--- src/rtl/div16_restoring.sv ---
// div16_restoring: restoring unsigned divider, one quotient bit per clock; DIV16_ZERO_FAST_EN short-circuits divide-by-zero.
// Latency: start at edge k -> done during the cycle after edge k+WIDTH (after edge k with a zero divisor in the fast build).
// Backpressure: none; start is sampled only in IDLE, so back-to-back ops issue every WIDTH+2 cycles.
module fulladder (
  input  logic a_i,
  input  logic b_i,
  input  logic ci_i,
  output logic s_o,
  output logic co_o
);
  assign s_o  = a_i ^ b_i ^ ci_i;
  assign co_o = (a_i & b_i) | (ci_i & (a_i ^ b_i));
endmodule

module div16_restoring #(
  parameter int WIDTH = 16
) (
  input  logic             clk,
  input  logic             rst,
  input  logic             start,
  input  logic [WIDTH-1:0] dividend,
  input  logic [WIDTH-1:0] divisor,
  output logic             busy,
  output logic             done,
  output logic [WIDTH-1:0] quotient,
  output logic [WIDTH-1:0] remainder,
  output logic             div_zero
);
  localparam int CW = $clog2(WIDTH);

  typedef enum logic [1:0] {IDLE, RUN, DONE} state_t;

  state_t           state_q, state_d;
  logic [WIDTH-1:0] q_q, q_d;
  logic [WIDTH-1:0] r_q, r_d;
  logic [WIDTH-1:0] dvs_q, dvs_d;
  logic [WIDTH-1:0] quot_q, quot_d;
  logic [WIDTH-1:0] rem_q, rem_d;
  logic             dz_q, dz_d;
  logic [CW-1:0]    cnt_q, cnt_d;

  logic [WIDTH:0]   r_shift;
  logic [WIDTH-1:0] trial;
  logic [WIDTH:0]   carry;
  logic             no_borrow;

  assign r_shift  = {r_q, q_q[WIDTH-1]};
  assign carry[0] = 1'b1;

  for (genvar i = 0; i < WIDTH; i++) begin : g_fa
    fulladder u_fa (
      .a_i (r_shift[i]),
      .b_i (~dvs_q[i]),
      .ci_i(carry[i]),
      .s_o (trial[i]),
      .co_o(carry[i+1])
    );
  end

  // A set top bit means the shifted remainder already exceeds any WIDTH-bit divisor.
  assign no_borrow = carry[WIDTH] | r_shift[WIDTH];

  always_comb begin
    state_d = state_q;
    q_d     = q_q;
    r_d     = r_q;
    dvs_d   = dvs_q;
    quot_d  = quot_q;
    rem_d   = rem_q;
    dz_d    = dz_q;
    cnt_d   = cnt_q;
    case (state_q)
      IDLE: begin
        if (start) begin
          q_d     = dividend;
          r_d     = '0;
          dvs_d   = divisor;
          cnt_d   = '0;
          dz_d    = (divisor == '0);
          state_d = RUN;
`ifdef DIV16_ZERO_FAST_EN
          if (divisor == '0) begin
            quot_d  = '1;
            rem_d   = dividend;
            state_d = DONE;
          end
`endif
        end
      end
      RUN: begin
        q_d   = {q_q[WIDTH-2:0], no_borrow};
        r_d   = no_borrow ? trial : r_shift[WIDTH-1:0];
        cnt_d = cnt_q + CW'(1);
        if (cnt_q == CW'(WIDTH - 1)) begin
          quot_d  = q_d;
          rem_d   = r_d;
          state_d = DONE;
        end
      end
      DONE:    state_d = IDLE;
      default: state_d = IDLE;
    endcase
  end

  always_ff @(posedge clk or posedge rst) begin
    if (rst) begin
      state_q <= IDLE;
      q_q     <= '0;
      r_q     <= '0;
      dvs_q   <= '0;
      quot_q  <= '0;
      rem_q   <= '0;
      dz_q    <= 1'b0;
      cnt_q   <= '0;
    end else begin
      state_q <= state_d;
      q_q     <= q_d;
      r_q     <= r_d;
      dvs_q   <= dvs_d;
      quot_q  <= quot_d;
      rem_q   <= rem_d;
      dz_q    <= dz_d;
      cnt_q   <= cnt_d;
    end
  end

  assign busy      = (state_q == RUN);
  assign done      = (state_q == DONE);
  assign quotient  = quot_q;
  assign remainder = rem_q;
  assign div_zero  = dz_q;
endmodule

--- config.mk ---
export PLATFORM = sky130hd
export DESIGN_NAME = div16_restoring
export DESIGN_NICKNAME = d
export VERILOG_FILES = /design/src/rtl/div16_restoring.sv
export SDC_FILE = /design/constraint.sdc
export NUM_CORES = 1
export LEC_CHECK = 0
export CAP_MARGIN = 20
export CORE_ASPECT_RATIO = 1.75
export CORE_UTILIZATION = 52
export DETAILED_ROUTE_END_ITERATION = 12
export GPL_TIMING_DRIVEN = 0
export HOLD_SLACK_MARGIN = 0.1
export PLACE_DENSITY = 0.9
export SLEW_MARGIN = 5
export SYNTH_ARGS = -nofsm -noshare
export SYNTH_HDL_FRONTEND = slang
export SYNTH_HIERARCHICAL = 1
export SYNTH_SLANG_ARGS = --single-unit
--- constraint.sdc ---
create_clock -name clk -period 8.7 [get_ports clk]
set_input_delay 1.74 -clock clk [delete_from_list [all_inputs] [get_ports clk]]
set_output_delay 1.74 -clock clk [all_outputs]
set_load 0.01 [all_outputs]
==> impl_metrics.csv, run 1 <==
group,metric,value,unit
status,status,"complete, no violations",
power,total_power,0.00217,W
cells_and_area,fin_area,0.00507,mm^2
synthesis,synth.yosys.seq_area_share,55.4,%
setup_path,path_class,"reg2reg",
synthesis,synth_fp_nets,405,
sta,post-route-period-util,95.1,%
placed_design,placed_cell_area,0.00476,mm^2
floorplan,die_width,67.7,um
setup_path,cpMostUsedCell,"fa_1",
global_routing,use_met1,31.4,%
sta,fin_setup_tns,0,ns
synthesis,synth_most_common_cell,"dfrtp_1",
sta,setup_viol,0,
cells_and_area,num-fill-cells,508,
setup_path,crit_start,"q_q[15]$_DFFE_PP0P_",
clock_tree,cts-resized-gates,0,
sta,drv_slew,0,
synthesis,netlist_instances,353,
placed_design,dp.cells,509,
sta,hold_viol_final,0,
power,leakage,2.16,nW
cells_and_area,drive_gt1_share,10.3,%
synthesis,synth.top_cell.area_share,55.4,%
sta,worst_pin_slew,0.560,ns
setup_path,cp.required,8.89,ns
floorplan,start_util,53.9,%
setup_path,critical_path.startpoint_type,"register",
setup_path,cp_top_family,"adder cells",
placed_design,dp_hpwl,6590,um
min_path,hold_class,"reg2reg",
global_routing,grt_pass1_vias,3163,
clock_tree,clk_latency,0.34,ns
setup_path,path_cells,"fa_1, fa_1, fa_1, fa_1, fa_1, fa_1, fa_1, fa_1, fa_1, fa_1, fa_1, fa_1, fa_1, fa_1, fa_1, fa_1, nor2_4, buf_2, mux2i_1, o21ai_0",
clock_tree,htree_levels,3,
synthesis,synth_commonest_cells,"87 x dfrtp_1, 67 x o21ai_0, 39 x nand2_1",
global_routing,overflow,0,
route,routed_wl,9080,um
global_routing,grt_max_degree,65,
clock_tree,cts_sinks,87,
synthesis,yosys.area_share.simple,9.65,%
synthesis,synth_top_family_by_area,"compound AO/OA/AOI/OAI gates",
floorplan,rows,41,
route,routedWlPerCell,17.3,um
synthesis,synth_adder_area_share,8.47,%
floorplan,ios,70,
run,drv_cap,0,
setup_path,crit_path_max_fanout,10,
floorplan,core,0.00728,mm^2
sta,rsz0062_at_grt,"false",
global_routing,grt_util_met3,4.17,%
floorplan,die_height,117,um
sta,slew_headroom,62.6,%
cells_and_area,area_growth,29.0,%
synthesis,netlist_area,0.00393,mm^2
global_routing,busiest_layer,"met2",
synthesis,synth_xor_area_share,0,%
global_routing,grt_usage,26.3,%
synthesis,yosys.area.top_type,"dfrtp_1",
clock_tree,clkTransAtPathRegs,0.06,ns
synthesis,synth-main-ff-cell,"dfrtp_1",
global_routing,grt.met2_usage,45.0,%
cells_and_area,nets,486,
synthesis,synth_edf_count,0,
setup_path,r2r_start,"q_q[15]$_DFFE_PP0P_",
setup_path,endpoint_kind,"register",
route,firstDrtPassIters,4,
clock_tree,post_cts_buffers,0,
cells_and_area,fin_cells,525,
placed_design,portBuffers,69,
min_path,hp-start,"div_zero$_DFFE_PP0P_",
sta,period_minus_slack,8.27,ns
route,drtIter0Drc,243,
route,antenna_left,0,
setup_path,arrival,8.46,ns
synthesis,yosys_register_bits,87,
synthesis,ys_top_cells_by_area,"dfrtp_1 55%, o21ai_0 8.5%, fa_1 8.2%",
global_routing,antenna_found_initial,0,
synthesis,post_synth.cell_area_avg,11.1,um^2
floorplan,die_area,0.00792,mm^2
cells_and_area,n_antenna_cell,0,
synthesis,async_flop_share,100,%
setup_path,worst-path-buf-inv,1,
setup_path,slowest_stage,"fa_1",
clock_tree,root_buffer,"clkbuf_16",
route,vias,2975,
global_routing,grt_first_pass_wirelength,15100,um
synthesis,synth.yosys.warnings,6,
placed_design,place.gp.congestion,0.847,
synthesis,synth_mux_area_share,8.92,%
power,power_density,427,mW/mm^2
synthesis,synth_compound_area_share,12.7,%
route,drc,0,
clock_tree,ctsHoldBuffers,0,
clock_tree,cts_buffers,9,
route,viasPerCell,5.67,
setup_path,max_stage_delay,0.45,ns
clock_tree,cts_buffer_depth,2,
sta,fmax,121,MHz
sta,finalClockSkew,0.00887,ns
power,peakVddDrop,0.261,mV
synthesis,yosysUniqueCellTypes,33,
clock_tree,tritoncts,"yes",
[tightest hold or removal path, cell delays in order (launching register included)]
cell     delay [ns]
dfrtp_1        0.34
nand2_1        0.05
o21ai_0        0.07
[kinds of logic (layout without fill, tap and decap cells)]
family	after synthesis	count (layout)
fa+ha+maj	17	17
other cells	1	1
compound gates	90	90
mux	32	32
simple gates	84	84
flops	87	87
buf+inv	42	128
[registers in the layout (all words and copies together), names as in the netlist]
signal and count:
cnt_q 4, quotient 16, dvs_q 16, q_q 16, div_zero 1, r_q 16
state_q 2, remainder 16
[cell usage in the layout, fill, tap and decap left out, types with 8 or more instances in the layout]
| cell type | n |
|---|---|
| dfrtp_1 | 87 |
| nand2_1 | 39 |
| mux2_2 | 12 |
| nand3_1 | 17 |
| clkdlybuf4s50_1 | 69 |
| mux2i_1 | 17 |
| nor2_1 | 15 |
| fa_1 | 16 |
| clkbuf_16 | 9 |
| a22oi_1 | 9 |
| o22ai_1 | 8 |
| o21ai_0 | 67 |
| inv_1 | 18 |
| clkbuf_1 | 14 |
[cell type report]
| cell class | instances | area [um^2] | share of cell area [%] |
|---|---|---|---|
| plain buffers | 22 | 111 | 2.20 |
| flip-flops and latches | 87 | 2180 | 42.9 |
| clock inverters | 7 | 87.6 | 1.73 |
| well taps | 86 | 108 | 2.12 |
| repair buffers | 70 | 718 | 14.2 |
| multi-input cells | 224 | 1570 | 30.9 |
| clock buffers | 9 | 225 | 4.44 |
| inverters | 20 | 77.6 | 1.53 |
[metal layers]
| metal | share of wire (%) | up-vias | wire length (um) |
|---|---|---|---|
| li1 | - | 1369 | - |
| met1 | 38 | 1493 | 3450 |
| met2 | 55 | 95 | 5010 |
| met3 | 4.0 | 18 | 359 |
| met4 | 2.8 | 0 | 255 |
| met5 | 0 | - | 0 |
[power breakdown]
part | internal, W | leakage, nW | switching (W)
Sequential | 0.000614 | 1.05 | 0.000137
Combinational | 0.000479 | 0.954 | 0.000536
Clock | 0.000249 | 0.155 | 0.000152
[worst paths after layout]
path	end	slack, ns	cells past startpoint
setup / recovery	remainder[1]$_DFFE_PP0P_	0.43	20
hold / removal	div_zero$_DFFE_PP0P_	0.50	2
setup reg to reg	remainder[1]$_DFFE_PP0P_	0.43	20
hold reg to reg	div_zero$_DFFE_PP0P_	0.50	2
max in group asynchronous	dvs_q[0]$_DFFE_PP0P_	6.39	3
min in group asynchronous	q_q[12]$_DFFE_PP0P_	1.72	2
[stage by stage]
step / setup WS (ns) / hold WS (ns) / util [%]
floorplan: 1.14 / 0.446 / -
detailed placement: 0.568 / 0.491 / 65.3
global route: 0.195 / 0.524 / 69.6
global placement: 0.689 / 0.462 / 64.9
finish: 0.430 / 0.499 / 69.6
CTS: 0.507 / 0.504 / 69.6
Power figures use the tool's default switching activity.
==> run 2, diff against run 1 <==
Settings changed: CAP_MARGIN 20 to 0, CORE_ASPECT_RATIO 1.75 to 1.25.
==> impl_metrics.csv, run 2 (same netlist as run 1, synthesis figures left out) <==
group,metric,value,unit
clock_tree,clkTransAtPathRegs,0.09,ns
floorplan,start_util,53.4,%
setup_path,worst-path-buf-inv,1,
setup_path,cp_top_family,"adder cells",
route,drc,0,
global_routing,grt_first_pass_wirelength,15800,um
sta,drv_slew,0,
setup_path,cp.required,8.92,ns
floorplan,die_height,99.2,um
setup_path,endpoint_kind,"register",
route,routedWlPerCell,17.9,um
route,firstDrtPassIters,5,
clock_tree,htree_levels,3,
cells_and_area,n_antenna_cell,0,
route,vias,3070,
clock_tree,cts_buffers,9,
sta,setup_viol,0,
setup_path,arrival,8.47,ns
clock_tree,cts_sinks,87,
clock_tree,tritoncts,"yes",
placed_design,placed_cell_area,0.00476,mm^2
power,peakVddDrop,0.230,mV
run,drv_cap,0,
route,routed_wl,9480,um
status,status,"complete, no violations",
power,leakage,2.12,nW
setup_path,crit_path_max_fanout,10,
cells_and_area,most-common-layout-cells,"87 x dfrtp_1, 69 x clkdlybuf4s50_1, 67 x o21ai_0",
clock_tree,cts-resized-gates,0,
cells_and_area,post-route-util,67.9,%
floorplan,core,0.00736,mm^2
global_routing,grt_max_degree,59,
cells_and_area,final_common_cell,"dfrtp_1",
min_path,hold_class,"reg2reg",
setup_path,max_stage_delay,0.47,ns
power,total_power,0.00211,W
clock_tree,clk_latency,0.36,ns
sta,fin_setup_tns,0,ns
setup_path,slowest_stage,"fa_1",
global_routing,antenna_found_initial,0,
global_routing,grt_pass1_vias,3353,
route,viasPerCell,5.78,
sta,fmax,121,MHz
setup_path,path_class,"reg2reg",
sta,finalClockSkew,0.00656,ns
setup_path,reg2reg_slack,0.44,ns
route,drtIter0Drc,265,
cells_and_area,nets,486,
sta,slew_headroom,64.1,%
placed_design,portBuffers,69,
sta,post-route-period-util,94.9,%
placed_design,place.gp.congestion,0.819,
clock_tree,root_buffer,"clkbuf_8",
setup_path,ff2ff_path_depth,20,
sta,hold_viol_final,0,
sta,worst_pin_slew,0.538,ns
power,power_density,423,mW/mm^2
global_routing,grt_usage,26.6,%
setup_path,path_cells,"fa_1, fa_1, fa_1, fa_1, fa_1, fa_1, fa_1, fa_1, fa_1, fa_1, fa_1, fa_1, fa_1, fa_1, fa_1, fa_1, nor2_4, buf_2, mux2i_1, o21ai_0",
floorplan,rows,35,
floorplan,die_area,0.00791,mm^2
clock_tree,ctsHoldBuffers,0,
route,antenna_left,0,
clock_tree,post_cts_buffers,0,
global_routing,overflow,0,
cells_and_area,fin_area,0.00500,mm^2
sta,period_minus_slack,8.26,ns
min_path,whs_path_depth,2,
setup_path,cp.depth,20,
sta,rsz0062_at_grt,"false",
placed_design,dp_hpwl,6760,um
floorplan,die_width,79.7,um
clock_tree,cts_buffer_depth,2,
cells_and_area,drive_gt1_share,10.3,%
setup_path,critical_path.startpoint_type,"register",
cells_and_area,area_growth,27.2,%
floorplan,ios,70,
setup_path,cpMostUsedCell,"fa_1",
-- run 2: cell count changes in the layout (fill, tap and decap cells not counted) --
cell / delta
clkbuf_16: -9
clkinv_2: -3
clkinvlp_4: +1
clkbuf_8: +11
-- run 2: cell type report --
class / count / area [um^2]
Clock buffer: 11 / 151
Timing Repair Buffer: 70 / 718
Sequential cell: 87 / 2180
Multi-Input combinational cell: 224 / 1570
Inverter: 20 / 77.6
Buffer: 22 / 111
Fill cell: 556 / 2360
Tap cell: 92 / 115
Clock inverter: 5 / 80.1
-- run 2: final timing paths --
check                                      from                  endpoint
setup reg to reg            q_q[15]$_DFFE_PP0P_  remainder[3]$_DFFE_PP0P_
min in group asynchronous                   rst  quotient[12]$_DFFE_PP0P_
hold / removal             div_zero$_DFFE_PP0P_      div_zero$_DFFE_PP0P_
hold reg to reg            div_zero$_DFFE_PP0P_      div_zero$_DFFE_PP0P_
setup / recovery            q_q[15]$_DFFE_PP0P_  remainder[3]$_DFFE_PP0P_
max in group asynchronous                   rst      cnt_q[1]$_DFFE_PP0P_
-- run 2: per-stage QoR --
step	hold slack, ns	instances	worst slack (ns)
3_5_place_dp	0.481	515	0.625
4_1_cts	0.500	531	0.539
2_1_floorplan	0.446	353	1.14
3_3_place_gp	0.460	514	0.738
5_1_grt	0.517	531	0.220
6_report	0.489	531	0.445
-- run 2: routing by layer --
layer / vias to the layer above / global-route usage [%] / part of all wire, %
li1: 1369 / - / -
met1: 1562 / 31.2 / 39
met2: 117 / 45.1 / 52
met3: 22 / 8.26 / 6.0
met4: 0 / 11.3 / 2.4
met5: - / 0 / 0
-- run 2: where the power goes --
part           internal [W]  switching (W)  leakage [nW]
clock              0.000177       0.000147         0.112
sequential         0.000613       0.000139          1.05
combinational      0.000482       0.000555         0.954
total               0.00127       0.000840          2.12
-- run 2: worst reg2reg max path, cell delays in order, from the launching register on --
cell and delay, ns:
dfrtp_1 0.43, fa_1 0.47, fa_1 0.41, fa_1 0.41
fa_1 0.41, fa_1 0.41, fa_1 0.39, fa_1 0.39
fa_1 0.40, fa_1 0.41, fa_1 0.41, fa_1 0.42
fa_1 0.41, fa_1 0.39, fa_1 0.39, fa_1 0.39
fa_1 0.44, nor2_4 0.33, buf_2 0.41, mux2i_1 0.29
o21ai_0 0.12
